`config.mk`:
```
export PLATFORM = sky130hd
export DESIGN_NAME = read_training_delay_ctrl_flat
export DESIGN_NICKNAME = d
export VERILOG_FILES = /design/src/rtl/read_training_delay_ctrl_if.sv /design/src/rtl/read_training_delay_ctrl.sv /design/src/flat_wrapper.sv
export SDC_FILE = /design/constraint.sdc
export NUM_CORES = 1
export LEC_CHECK = 0
export CAP_MARGIN = 0
export CORE_ASPECT_RATIO = 1.75
export CORE_UTILIZATION = 35
export CTS_CLUSTER_DIAMETER = 30
export DETAILED_ROUTE_END_ITERATION = 8
export SLEW_MARGIN = 20
export SYNTH_ARGS = -nofsm -noshare
export SYNTH_HDL_FRONTEND = slang
export SYNTH_SLANG_ARGS = --single-unit
export TNS_END_PERCENT = 100
```
`constraint.sdc`:
```
create_clock -name FAB_CLK -period 5.7 [get_ports FAB_CLK]
set_clock_uncertainty 0.2 [all_clocks]
set_input_delay 1.14 -clock FAB_CLK [delete_from_list [all_inputs] [get_ports FAB_CLK]]
set_output_delay 1.14 -clock FAB_CLK [all_outputs]
set_load 0.01 [all_outputs]
```
`src/rtl/read_training_delay_ctrl_if.sv`:
```
// Lane-side control/status bundle between the read-training controller,
// the IOD delay line / eye monitor and the PHY training sequencer.
interface read_training_delay_ctrl_if;
  // sequencer -> controller
  logic       START;
  // IOD -> controller
  logic       EYE_MONITOR_EARLY;
  logic       EYE_MONITOR_LATE;
  logic       DELAY_LINE_OUT_OF_RANGE;
  // controller -> IOD
  logic       DELAY_LINE_LOAD;
  logic       DELAY_LINE_MOVE;
  logic       DELAY_LINE_DIRECTION;
  logic       EYE_MONITOR_CLEAR_FLAGS;
  // controller -> sequencer
  logic       BUSY;
  logic       DONE;
  logic       ERROR;
  logic [7:0] CENTER_TAP;
  logic [7:0] WINDOW_WIDTH;

  // controller side
  modport master (
    input  START, EYE_MONITOR_EARLY, EYE_MONITOR_LATE, DELAY_LINE_OUT_OF_RANGE,
    output DELAY_LINE_LOAD, DELAY_LINE_MOVE, DELAY_LINE_DIRECTION,
           EYE_MONITOR_CLEAR_FLAGS, BUSY, DONE, ERROR, CENTER_TAP, WINDOW_WIDTH
  );

  // IOD / sequencer side
  modport slave (
    output START, EYE_MONITOR_EARLY, EYE_MONITOR_LATE, DELAY_LINE_OUT_OF_RANGE,
    input  DELAY_LINE_LOAD, DELAY_LINE_MOVE, DELAY_LINE_DIRECTION,
           EYE_MONITOR_CLEAR_FLAGS, BUSY, DONE, ERROR, CENTER_TAP, WINDOW_WIDTH
  );
endinterface

```
`src/rtl/read_training_delay_ctrl.sv`:
```
// Per-lane DQ read-training controller. Sweeps the input delay line upward
// from tap 0, finds the first passing window in the eye monitor flags and
// walks back to the window centre. All outputs come straight from flops.
module read_training_delay_ctrl #(
  parameter int SETTLE_CYCLES = 8,
  parameter int SAMPLE_CYCLES = 16,
  parameter int MAX_TAPS      = 127,
  parameter int MIN_WINDOW    = 4
) (
  input  logic                          FAB_CLK,
  input  logic                          ARST,
  read_training_delay_ctrl_if.master    bus
);

  localparam logic [7:0] SETTLE_LAST = 8'(SETTLE_CYCLES - 1);
  localparam logic [7:0] SAMPLE_LAST = 8'(SAMPLE_CYCLES - 1);
  localparam logic [7:0] MAX_TAP     = 8'(MAX_TAPS);
  localparam logic [7:0] MIN_WIN     = 8'(MIN_WINDOW);

  typedef enum logic [3:0] {
    ST_IDLE,
    ST_LOAD,
    ST_CLEAR,
    ST_SETTLE,
    ST_SAMPLE,
    ST_EVAL,
    ST_STEP,
    ST_CENTER,
    ST_DONE
  } state_t;

  state_t     state_q, state_d;
  logic [7:0] tap_q, tap_d;
  logic [7:0] left_q, left_d;
  logic [7:0] right_q, right_d;
  logic       in_window_q, in_window_d;
  logic       fail_q, fail_d;
  logic       oor_q, oor_d;
  logic [7:0] cnt_q, cnt_d;
  logic [7:0] target_q, target_d;
  logic [7:0] width_q, width_d;

  logic       load_q, load_d;
  logic       move_q, move_d;
  logic       dir_q, dir_d;
  logic       clr_q, clr_d;
  logic       busy_q, busy_d;
  logic       done_q, done_d;
  logic       error_q, error_d;
  logic [7:0] center_tap_q, center_tap_d;
  logic [7:0] window_width_q, window_width_d;

  // EVAL scratch values
  logic       scan_end;
  logic       have_win;
  logic [7:0] left_c, right_c, width_c, target_c, moves_c;

  // Next-state and next-output logic for the training sequence
  always_comb begin
    state_d        = state_q;
    tap_d          = tap_q;
    left_d         = left_q;
    right_d        = right_q;
    in_window_d    = in_window_q;
    fail_d         = fail_q;
    oor_d          = oor_q;
    cnt_d          = cnt_q;
    target_d       = target_q;
    width_d        = width_q;
    load_d         = 1'b0;
    move_d         = 1'b0;
    dir_d          = dir_q;
    clr_d          = 1'b0;
    busy_d         = busy_q;
    done_d         = done_q;
    error_d        = error_q;
    center_tap_d   = center_tap_q;
    window_width_d = window_width_q;
    scan_end       = 1'b0;
    have_win       = 1'b0;
    left_c         = left_q;
    right_c        = right_q;
    width_c        = 8'd0;
    target_c       = 8'd0;
    moves_c        = 8'd0;

    case (state_q)
      ST_IDLE, ST_DONE: begin
        // results hold here until the sequencer asks again
        if (bus.START) begin
          state_d        = ST_LOAD;
          load_d         = 1'b1;
          busy_d         = 1'b1;
          done_d         = 1'b0;
          error_d        = 1'b0;
          center_tap_d   = 8'd0;
          window_width_d = 8'd0;
          tap_d          = 8'd0;
          left_d         = 8'd0;
          right_d        = 8'd0;
          in_window_d    = 1'b0;
        end
      end

      ST_LOAD: begin
        state_d = ST_CLEAR;
        clr_d   = 1'b1;
      end

      ST_CLEAR: begin
        fail_d  = 1'b0;
        oor_d   = 1'b0;
        cnt_d   = SETTLE_LAST;
        state_d = ST_SETTLE;
      end

      ST_SETTLE: begin
        if (cnt_q == 8'd0) begin
          cnt_d   = SAMPLE_LAST;
          state_d = ST_SAMPLE;
        end else begin
          cnt_d = cnt_q - 8'd1;
        end
      end

      ST_SAMPLE: begin
        fail_d = fail_q | bus.EYE_MONITOR_EARLY | bus.EYE_MONITOR_LATE
                        | bus.DELAY_LINE_OUT_OF_RANGE;
        oor_d  = oor_q | bus.DELAY_LINE_OUT_OF_RANGE;
        if (cnt_q == 8'd0) state_d = ST_EVAL;
        else               cnt_d   = cnt_q - 8'd1;
      end

      ST_EVAL: begin
        // Only the first window is ever considered; once it closes the scan ends.
        if (oor_q) begin
          scan_end = 1'b1;
          have_win = in_window_q;
          right_c  = tap_q - 8'd1;
        end else if (!fail_q && !in_window_q) begin
          left_c      = tap_q;
          in_window_d = 1'b1;
          if (tap_q == MAX_TAP) begin
            scan_end = 1'b1;
            have_win = 1'b1;
            right_c  = tap_q;
          end
        end else if (fail_q && in_window_q) begin
          scan_end = 1'b1;
          have_win = 1'b1;
          right_c  = tap_q - 8'd1;
        end else if (tap_q == MAX_TAP) begin
          scan_end = 1'b1;
          have_win = in_window_q;
          right_c  = tap_q;
        end
        left_d   = left_c;
        right_d  = right_c;
        width_c  = right_c - left_c + 8'd1;
        target_c = left_c + ((right_c - left_c) >> 1);
        moves_c  = tap_q - target_c;

        if (!scan_end) begin
          state_d = ST_STEP;
          move_d  = 1'b1;
          dir_d   = 1'b1;
        end else if (!have_win || (width_c < MIN_WIN)) begin
          state_d        = ST_DONE;
          busy_d         = 1'b0;
          done_d         = 1'b1;
          error_d        = 1'b1;
          window_width_d = have_win ? width_c : 8'd0;
        end else if (moves_c == 8'd0) begin
          // already sitting on the centre tap
          state_d        = ST_DONE;
          busy_d         = 1'b0;
          done_d         = 1'b1;
          center_tap_d   = target_c;
          window_width_d = width_c;
        end else begin
          state_d  = ST_CENTER;
          move_d   = 1'b1;
          dir_d    = 1'b0;
          cnt_d    = moves_c - 8'd1;
          target_d = target_c;
          width_d  = width_c;
        end
      end

      ST_STEP: begin
        tap_d   = tap_q + 8'd1;
        clr_d   = 1'b1;
        state_d = ST_CLEAR;
      end

      ST_CENTER: begin
        // MOVE alternates high/low; cnt_q counts pulses still to issue
        if (move_q) begin
          tap_d = tap_q - 8'd1;
        end else if (cnt_q != 8'd0) begin
          move_d = 1'b1;
          cnt_d  = cnt_q - 8'd1;
        end else begin
          state_d        = ST_DONE;
          busy_d         = 1'b0;
          done_d         = 1'b1;
          center_tap_d   = target_q;
          window_width_d = width_q;
        end
      end

      default: state_d = ST_IDLE;
    endcase
  end

  // State and output registers; reset drops every output immediately
  always_ff @(posedge FAB_CLK or posedge ARST) begin
    if (ARST) begin
      state_q        <= ST_IDLE;
      tap_q          <= 8'd0;
      left_q         <= 8'd0;
      right_q        <= 8'd0;
      in_window_q    <= 1'b0;
      fail_q         <= 1'b0;
      oor_q          <= 1'b0;
      cnt_q          <= 8'd0;
      target_q       <= 8'd0;
      width_q        <= 8'd0;
      load_q         <= 1'b0;
      move_q         <= 1'b0;
      dir_q          <= 1'b0;
      clr_q          <= 1'b0;
      busy_q         <= 1'b0;
      done_q         <= 1'b0;
      error_q        <= 1'b0;
      center_tap_q   <= 8'd0;
      window_width_q <= 8'd0;
    end else begin
      state_q        <= state_d;
      tap_q          <= tap_d;
      left_q         <= left_d;
      right_q        <= right_d;
      in_window_q    <= in_window_d;
      fail_q         <= fail_d;
      oor_q          <= oor_d;
      cnt_q          <= cnt_d;
      target_q       <= target_d;
      width_q        <= width_d;
      load_q         <= load_d;
      move_q         <= move_d;
      dir_q          <= dir_d;
      clr_q          <= clr_d;
      busy_q         <= busy_d;
      done_q         <= done_d;
      error_q        <= error_d;
      center_tap_q   <= center_tap_d;
      window_width_q <= window_width_d;
    end
  end

  assign bus.DELAY_LINE_LOAD         = load_q;
  assign bus.DELAY_LINE_MOVE         = move_q;
  assign bus.DELAY_LINE_DIRECTION    = dir_q;
  assign bus.EYE_MONITOR_CLEAR_FLAGS = clr_q;
  assign bus.BUSY                    = busy_q;
  assign bus.DONE                    = done_q;
  assign bus.ERROR                   = error_q;
  assign bus.CENTER_TAP              = center_tap_q;
  assign bus.WINDOW_WIDTH            = window_width_q;

endmodule

```
`src/flat_wrapper.sv`:
```
// flat-port wrapper written by rule: the top's interface ports become plain ports
module read_training_delay_ctrl_flat 
#(
  parameter int SETTLE_CYCLES = 8,
  parameter int SAMPLE_CYCLES = 16,
  parameter int MAX_TAPS      = 127,
  parameter int MIN_WINDOW    = 4
)
  (FAB_CLK, ARST, bus_START, bus_EYE_MONITOR_EARLY, bus_EYE_MONITOR_LATE, bus_DELAY_LINE_OUT_OF_RANGE, bus_DELAY_LINE_LOAD, bus_DELAY_LINE_MOVE, bus_DELAY_LINE_DIRECTION, bus_EYE_MONITOR_CLEAR_FLAGS, bus_BUSY, bus_DONE, bus_ERROR, bus_CENTER_TAP, bus_WINDOW_WIDTH);
  read_training_delay_ctrl_if bus_i ();
  input  logic FAB_CLK;
  input  logic ARST;
  input wire logic [$bits(bus_i.START)-1:0] bus_START;
  input wire logic [$bits(bus_i.EYE_MONITOR_EARLY)-1:0] bus_EYE_MONITOR_EARLY;
  input wire logic [$bits(bus_i.EYE_MONITOR_LATE)-1:0] bus_EYE_MONITOR_LATE;
  input wire logic [$bits(bus_i.DELAY_LINE_OUT_OF_RANGE)-1:0] bus_DELAY_LINE_OUT_OF_RANGE;
  output wire logic [$bits(bus_i.DELAY_LINE_LOAD)-1:0] bus_DELAY_LINE_LOAD;
  output wire logic [$bits(bus_i.DELAY_LINE_MOVE)-1:0] bus_DELAY_LINE_MOVE;
  output wire logic [$bits(bus_i.DELAY_LINE_DIRECTION)-1:0] bus_DELAY_LINE_DIRECTION;
  output wire logic [$bits(bus_i.EYE_MONITOR_CLEAR_FLAGS)-1:0] bus_EYE_MONITOR_CLEAR_FLAGS;
  output wire logic [$bits(bus_i.BUSY)-1:0] bus_BUSY;
  output wire logic [$bits(bus_i.DONE)-1:0] bus_DONE;
  output wire logic [$bits(bus_i.ERROR)-1:0] bus_ERROR;
  output wire logic [$bits(bus_i.CENTER_TAP)-1:0] bus_CENTER_TAP;
  output wire logic [$bits(bus_i.WINDOW_WIDTH)-1:0] bus_WINDOW_WIDTH;
  assign bus_i.START = bus_START;
  assign bus_i.EYE_MONITOR_EARLY = bus_EYE_MONITOR_EARLY;
  assign bus_i.EYE_MONITOR_LATE = bus_EYE_MONITOR_LATE;
  assign bus_i.DELAY_LINE_OUT_OF_RANGE = bus_DELAY_LINE_OUT_OF_RANGE;
  assign bus_DELAY_LINE_LOAD = bus_i.DELAY_LINE_LOAD;
  assign bus_DELAY_LINE_MOVE = bus_i.DELAY_LINE_MOVE;
  assign bus_DELAY_LINE_DIRECTION = bus_i.DELAY_LINE_DIRECTION;
  assign bus_EYE_MONITOR_CLEAR_FLAGS = bus_i.EYE_MONITOR_CLEAR_FLAGS;
  assign bus_BUSY = bus_i.BUSY;
  assign bus_DONE = bus_i.DONE;
  assign bus_ERROR = bus_i.ERROR;
  assign bus_CENTER_TAP = bus_i.CENTER_TAP;
  assign bus_WINDOW_WIDTH = bus_i.WINDOW_WIDTH;
  read_training_delay_ctrl #(.SETTLE_CYCLES(SETTLE_CYCLES), .SAMPLE_CYCLES(SAMPLE_CYCLES), .MAX_TAPS(MAX_TAPS), .MIN_WINDOW(MIN_WINDOW)) u_core (.FAB_CLK(FAB_CLK), .ARST(ARST), .bus(bus_i));
endmodule
```
### Word level (Yosys, flattened, before mapping)

Cells that the tools add are included.

| storage, ports and cells | value |
|---|---|
| memory bits (writable) | 0 |
| latch bits | 0 |
| word-level logic and storage cells | 175 |
| register bits after elaboration | 78 |
| ROM bits | 0 |
| memories kept | 0 |

| operators by class | value |
|---|---|
| bitwise logic cells | 6 |
| add/sub/neg operators | 8 |
| multipliers | 0 |
| order comparisons | 1 |
| divide/modulo/power cells | 0 |
| equality and inequality tests | 27 |
| shifts and indexed selects | 0 |
| mux-type cells | 87 |
| reduce and logical (&&, ||, !) cells | 27 |

Operators with widths:

| cell | count |
|---|---|
| two-way mux 8 bit | 28 |
| one-hot mux 8 bit (3 select lines) | 3 |
| one-hot mux 8 bit (5 select lines) | 1 |
| two-way mux 1 bit | 37 |
| two-way mux 4 bit | 8 |
| one-hot mux 8 bit (2 select lines) | 2 |
| one-hot mux 4 bit (7 select lines) | 1 |
| subtractor 8 x 1 -> 8 bit, second input constant | 3 |
| != test 2 bit, second input constant | 10 |
| adder 8 x 1 -> 8 bit, second input constant | 2 |
| equality test 4 x 3 -> 1 bit, second input constant | 4 |
| zero test 8 bit | 2 |
| subtractor 8 bit | 2 |
| != test 2 x 1 -> 1 bit, second input constant | 7 |
| AND reduction 7 bit | 2 |
| AND reduction 4 bit | 3 |
| one-hot mux 1 bit (2 select lines) | 5 |
| adder 8 x 7 -> 8 bit | 1 |
| equality test 4 x 2 -> 1 bit, second input constant | 2 |
| equality test 8 x 7 -> 1 bit, second input constant | 1 |
| less-than comparator 8 x 3 -> 1 bit, second input constant | 1 |
| nonzero test 8 bit | 1 |
| one-hot mux 1 bit (3 select lines) | 2 |
| AND reduction 3 bit | 2 |
| 16 further kinds | 26 |

### Longest topological paths before layout

| depth | value |
|---|---|
| depth after elaboration | 14 |
| gate-level depth with buffers | 30 |

### Worst setup path before layout

Ideal clock, no wire load.

| path | value |
|---|---|
| path kind | reg2reg |
| from | register u_core.tap_q[1] |
| to | register u_core.cnt_q[0] |
| period minus slack after synthesis | 6.067 ns |
| arrival time | 5.743 ns |
| buffers on the path | 0 |
| path slack | -0.367 ns |
| stages on the path, launching flop included | 25 |
| data required time | 5.375 ns |
| cells stage by stage | dfrtp_1 ha_1 nand3_1 o21ai_1 o22a_1 ha_1 a211o_1 a21oi_1 o21ai_0 o211ai_1 o31ai_2 xor2_2 ha_1 o21a_1 o31ai_1 a21boi_0 inv_1 ha_1 or3_1 a221oi_1 nand4_1 nand3_1 a31oi_4 nor2_2 mux2_2 |

| between the ends | value |
|---|---|
| cells in the longest elaborated chain, start to end | 14 |
| elaborated cells on any way between the ends | 37 |
| those cells by class | add/sub: 6; order compare: 1; eq/ne: 4; mux: 22; reduce/logical: 4 |

Ends and longest elaborated chain:

| element | line | source |
|---|---|---|
| start: declaration | read_training_delay_ctrl.sv:33 | `logic [7:0] tap_q, tap_d;` |
| start signal: assignment | read_training_delay_ctrl.sv:240 | `tap_q <= tap_d;` |
| parallel branches: the longest is 14 deep, another holds subtractor 8 x 1 -> 8 bit | - |  |
| end signal: assignment | read_training_delay_ctrl.sv:246 | `cnt_q <= cnt_d;` |
| end: declaration | read_training_delay_ctrl.sv:39 | `logic [7:0] cnt_q, cnt_d;` |

Parallel ways; which one is timed is not known. The select of a mux whose other input is x is not followed.
A chain may end at the register's enable or synchronous reset.

### Worst setup path after layout

| path | value |
|---|---|
| from | register u_core.tap_q[3] |
| to | register u_core.cnt_q[1] |

| between the ends | value |
|---|---|
| cells in the longest elaborated chain, start to end | 14 |
| elaborated cells on any way between the ends | 37 |
| those cells by class | add/sub: 6; order compare: 1; eq/ne: 4; mux: 22; reduce/logical: 4 |

Ends and longest elaborated chain:

| element | line | source |
|---|---|---|
| equality test 8 x 7 -> 1 bit | read_training_delay_ctrl.sv:143, read_training_delay_ctrl.sv:152 |  |
| two-way mux 8 bit | read_training_delay_ctrl.sv:143, read_training_delay_ctrl.sv:152 |  |
| two-way mux 8 bit | read_training_delay_ctrl.sv:148 | `end else if (fail_q && in_window_q) begin` |
| two-way mux 8 bit | read_training_delay_ctrl.sv:140 | `end else if (!fail_q && !in_window_q) begin` |
| two-way mux 8 bit | read_training_delay_ctrl.sv:136 | `if (oor_q) begin` |
| two-way mux 8 bit | read_training_delay_ctrl.sv:87 | `case (state_q)` |
| subtractor 8 bit | read_training_delay_ctrl.sv:159, read_training_delay_ctrl.sv:160 |  |
| adder 8 x 7 -> 8 bit | read_training_delay_ctrl.sv:160 | `target_c = left_c + ((right_c - left_c) >> 1);` |
| subtractor 8 bit | read_training_delay_ctrl.sv:161 | `moves_c = tap_q - target_c;` |
| subtractor 8 x 1 -> 8 bit | read_training_delay_ctrl.sv:184 | `cnt_d = moves_c - 8'd1;` |
| two-way mux 8 bit | read_training_delay_ctrl.sv:173 | `end else if (moves_c == 8'd0) begin` |
| two-way mux 8 bit | read_training_delay_ctrl.sv:167 | `end else if (!have_win \|\| (width_c < MIN_WIN)) begin` |
| two-way mux 8 bit | read_training_delay_ctrl.sv:163 | `if (!scan_end) begin` |
| one-hot mux 8 bit (5 select lines) | read_training_delay_ctrl.sv:87 |  |

Several ways; a longest one is shown, not always the timed one. The select of a mux whose other input is x is not followed.

==> flow_summary_export.csv <==
group,metric,value,unit
run_status,status,"finished clean",
grt,first_global_vias,5291,
logic_synthesis,synth_ff_type,"dfrtp_1",
sta,worst-slew-pin-transition,0.797,ns
logic_synthesis,synth_area,5760,um2
logic_synthesis,synth_top_family_by_area,"compound AO/OA/AOI/OAI gates",
sta,post-route-period-util,99.4,%
routing,dr.first_iter.drc_count,239,
die,rows,61,
logic_synthesis,synth-async-reset-ratio,100,%
logic_synthesis,ys_types,80,
worst_setup_path,critPathMaxFanout,6,
sta,rsz0062_at_grt,"yes",
logic_synthesis,synth_xor_area_share,6.65,%
place,port_buffers,28,
worst_setup_path,critPathLaunch,"u_core.tap_q[3]",
hold_path,hold_path.class,"register to register",
logic_synthesis,synth-seq-cells,78,
finish,final_nets,761,
logic_synthesis,avgSynthCellArea,9.17,um2
die,die_x,98.9,um
worst_setup_path,reg2reg_slack,0.04,ns
worst_setup_path,worstSetupEndpoint,"u_core.cnt_q[1]",
clock_network,cts-buffers-inserted,9,
die,coreArea,16000,um2
worst_setup_path,worstPathRequired,5.72,ns
grt,grt_start_max_net_pins,44,
worst_setup_path,r2r.worst_path.cells,24,
grt,grt.overflow.total,0,
die,initial_core_util,36.1,%
grt,grt_usage,20.7,%
grt,antenna_found_initial,0,
routing,drc_errors,0,
logic_synthesis,synthSimpleGateAreaFrac,17.1,%
logic_synthesis,synth_compound_area_share,23.6,%
clock_network,root_buffer,"clkbuf_16",
worst_setup_path,r2r_end,"u_core.cnt_q[1]",
die,die_h,172,um
logic_synthesis,netlist.area_leader.share,33.9,%
place,routabilityCongestion,0.885,
routing,wire_per_inst,18.8,um
sta,maxSlewViolCount,0,
finish,diodes,0,
worst_setup_path,r2r-start,"u_core.tap_q[3]",
worst_setup_path,end_kind,"register",
finish,syn2layout_area_growth,33.3,%
logic_synthesis,synth_top_area_cell,"dfrtp_1",
routing,num_vias,5269,
worst_setup_path,crit_type,"register to register",
clock_network,htreeDepth,3,
sta,hold_viol_final,0,
worst_setup_path,critPathLaunchType,"register",
logic_synthesis,synth_edf_count,0,
logic_synthesis,synth_area_leaders,"dfrtp_1, ha_1, o21ai_0, nand2_1, xnor2_1",
sta,clock.fmax,177,MHz
clock_network,clock_latency,0.34,ns
logic_synthesis,synth-seq-area-share,33.9,%
run,cap_viol_max_count,0,
sta,final.setup.tns,0,ns
routing,drt_first_pass_iters,5,
grt,grt_first_pass_wirelength,27100,um
logic_synthesis,yosys_warnings,0,
logic_synthesis,synth_mux_area_share,7.45,%
logic_synthesis,syn_inst,628,
routing,wl,17300,um
finish,final_cell_mix,"buf_4, dfrtp_1, nand2_1",
clock_network,clkSlewWorstSetupHoldPaths,0.06,ns
routing,ant_nets,0,
clock_network,cts_tree,"built",
sta,setup_viol,0,
routing,vias_per_cell,5.72,
finish,drive_gt1_share,29.5,%
hold_path,hold_depth,1,
die,dieArea,17000,um2
clock_network,cts_hold_buf,0,
clock_network,cts_sinks,78,
sta,slew_headroom,46.9,%
logic_synthesis,syn_nets,662,
sta,post-route-min-period,5.66,ns
place,hpwl,13100,um
logic_synthesis,synth-adder-area-share,6.52,%
worst_setup_path,arrival,5.69,ns
clock_network,clk_path_buf_depth,2,
die,io_pins,29,
finish,final_common_cell,"buf_4",
[critical path: stages (launching register included)]
cell	delay, ns
dfrtp_2	0.49
nor2_2	0.17
nand2_2	0.10
xnor2_2	0.14
o22a_1	0.21
ha_4	0.28
buf_4	0.14
and2_1	0.16
o21ai_2	0.08
or3_1	0.31
a32o_2	0.32
xnor2_4	0.21
ha_4	0.23
nor3b_1	0.13
a221o_1	0.30
a211oi_4	0.32
xor2_2	0.21
mux2_4	0.33
o22ai_4	0.13
nand4_1	0.19
buf_4	0.20
nand3_2	0.08
a31oi_4	0.05
nor2_4	0.20
mux2_2	0.35
[flip-flops by register name, summed over array words and instances, names as in the netlist, 4 cells and up]
register                 count
u_core.bus.CENTER_TAP        8
u_core.bus.WINDOW_WIDTH      8
u_core.cnt_q                 8
u_core.left_q                8
u_core.right_q               8
u_core.tap_q                 8
u_core.target_q              8
u_core.width_q               8
u_core.state_q               4
[synth_stat cells (9+ instances only)]
master    number
and2_1        11
nand3_1       20
mux2i_1       11
xor2_1        10
o21ai_0       52
a21oi_1       26
nand2_1       49
o31ai_1       13
dfrtp_1       78
a21o_1        10
xnor2_1       20
mux2_2        10
inv_1         33
ha_1          26
a31oi_1        9
nor2_1        31
clkbuf_1      18
nor3_1        17
and3_1        11
nor2b_1        9
mux2_1        15
[metal layers]
layer / track usage, % / vias to the layer above / wire, um / part of all wire, %
met5: 0 / - / 0 / 0
met4: 10.3 / 0 / 691 / 4.0
met3: 2.19 / 35 / 387 / 2.2
met2: 39.6 / 126 / 9400 / 54
met1: 22.2 / 2613 / 6870 / 40
li1: - / 2495 / - / -
[through the flow]
stage	hold WS (ns)	area (um2)	worst slack [ns]	cells	util [%]
2_1_floorplan	0.249	5870	0.0570	628	-
3_3_place_gp	0.261	6800	-0.195	885	42.6
3_5_place_dp	0.271	6800	-0.274	885	42.6
4_1_cts	0.282	7280	0.00592	906	45.6
5_1_grt	0.302	7670	-0.226	921	48.1
6_report	0.280	7670	0.0355	921	48.1
[cell type report]
class,count,area [um2]
Tap cell,189,236
Inverter,34,129
Timing Repair Buffer,121,1010
Clock buffer,9,225
Fill cell,1484,8280
Clock inverter,7,146
Multi-Input combinational cell,483,3960
Sequential cell,78,1960
[kinds of logic after synthesis]
group           count (synthesis)
compound gates                191
simple gates                  189
flops                          78
buf+inv                        67
mux                            38
xor+xnor                       36
fa+ha+maj                      29
[worst min path at each step]
stage | from | endpoint
6_report | u_core.target_q[4] | u_core.target_q[4]
5_1_grt | u_core.width_q[3] | u_core.width_q[3]
4_1_cts | u_core.target_q[4] | u_core.target_q[4]
3_5_place_dp | u_core.target_q[4] | u_core.target_q[4]
3_3_place_gp | u_core.target_q[4] | u_core.target_q[4]
2_1_floorplan | u_core.target_q[3] | u_core.target_q[3]
[repair_timing]
item,in CTS,in global routing
resized for setup,14,59
endpoints found under the setup margin,48,48
buffers inserted,5,15
pin swaps,10,43
Power is left out: the tool's default activity adds up to more than one toggle a clock period on the data nets, which glitch-free logic cannot reach.
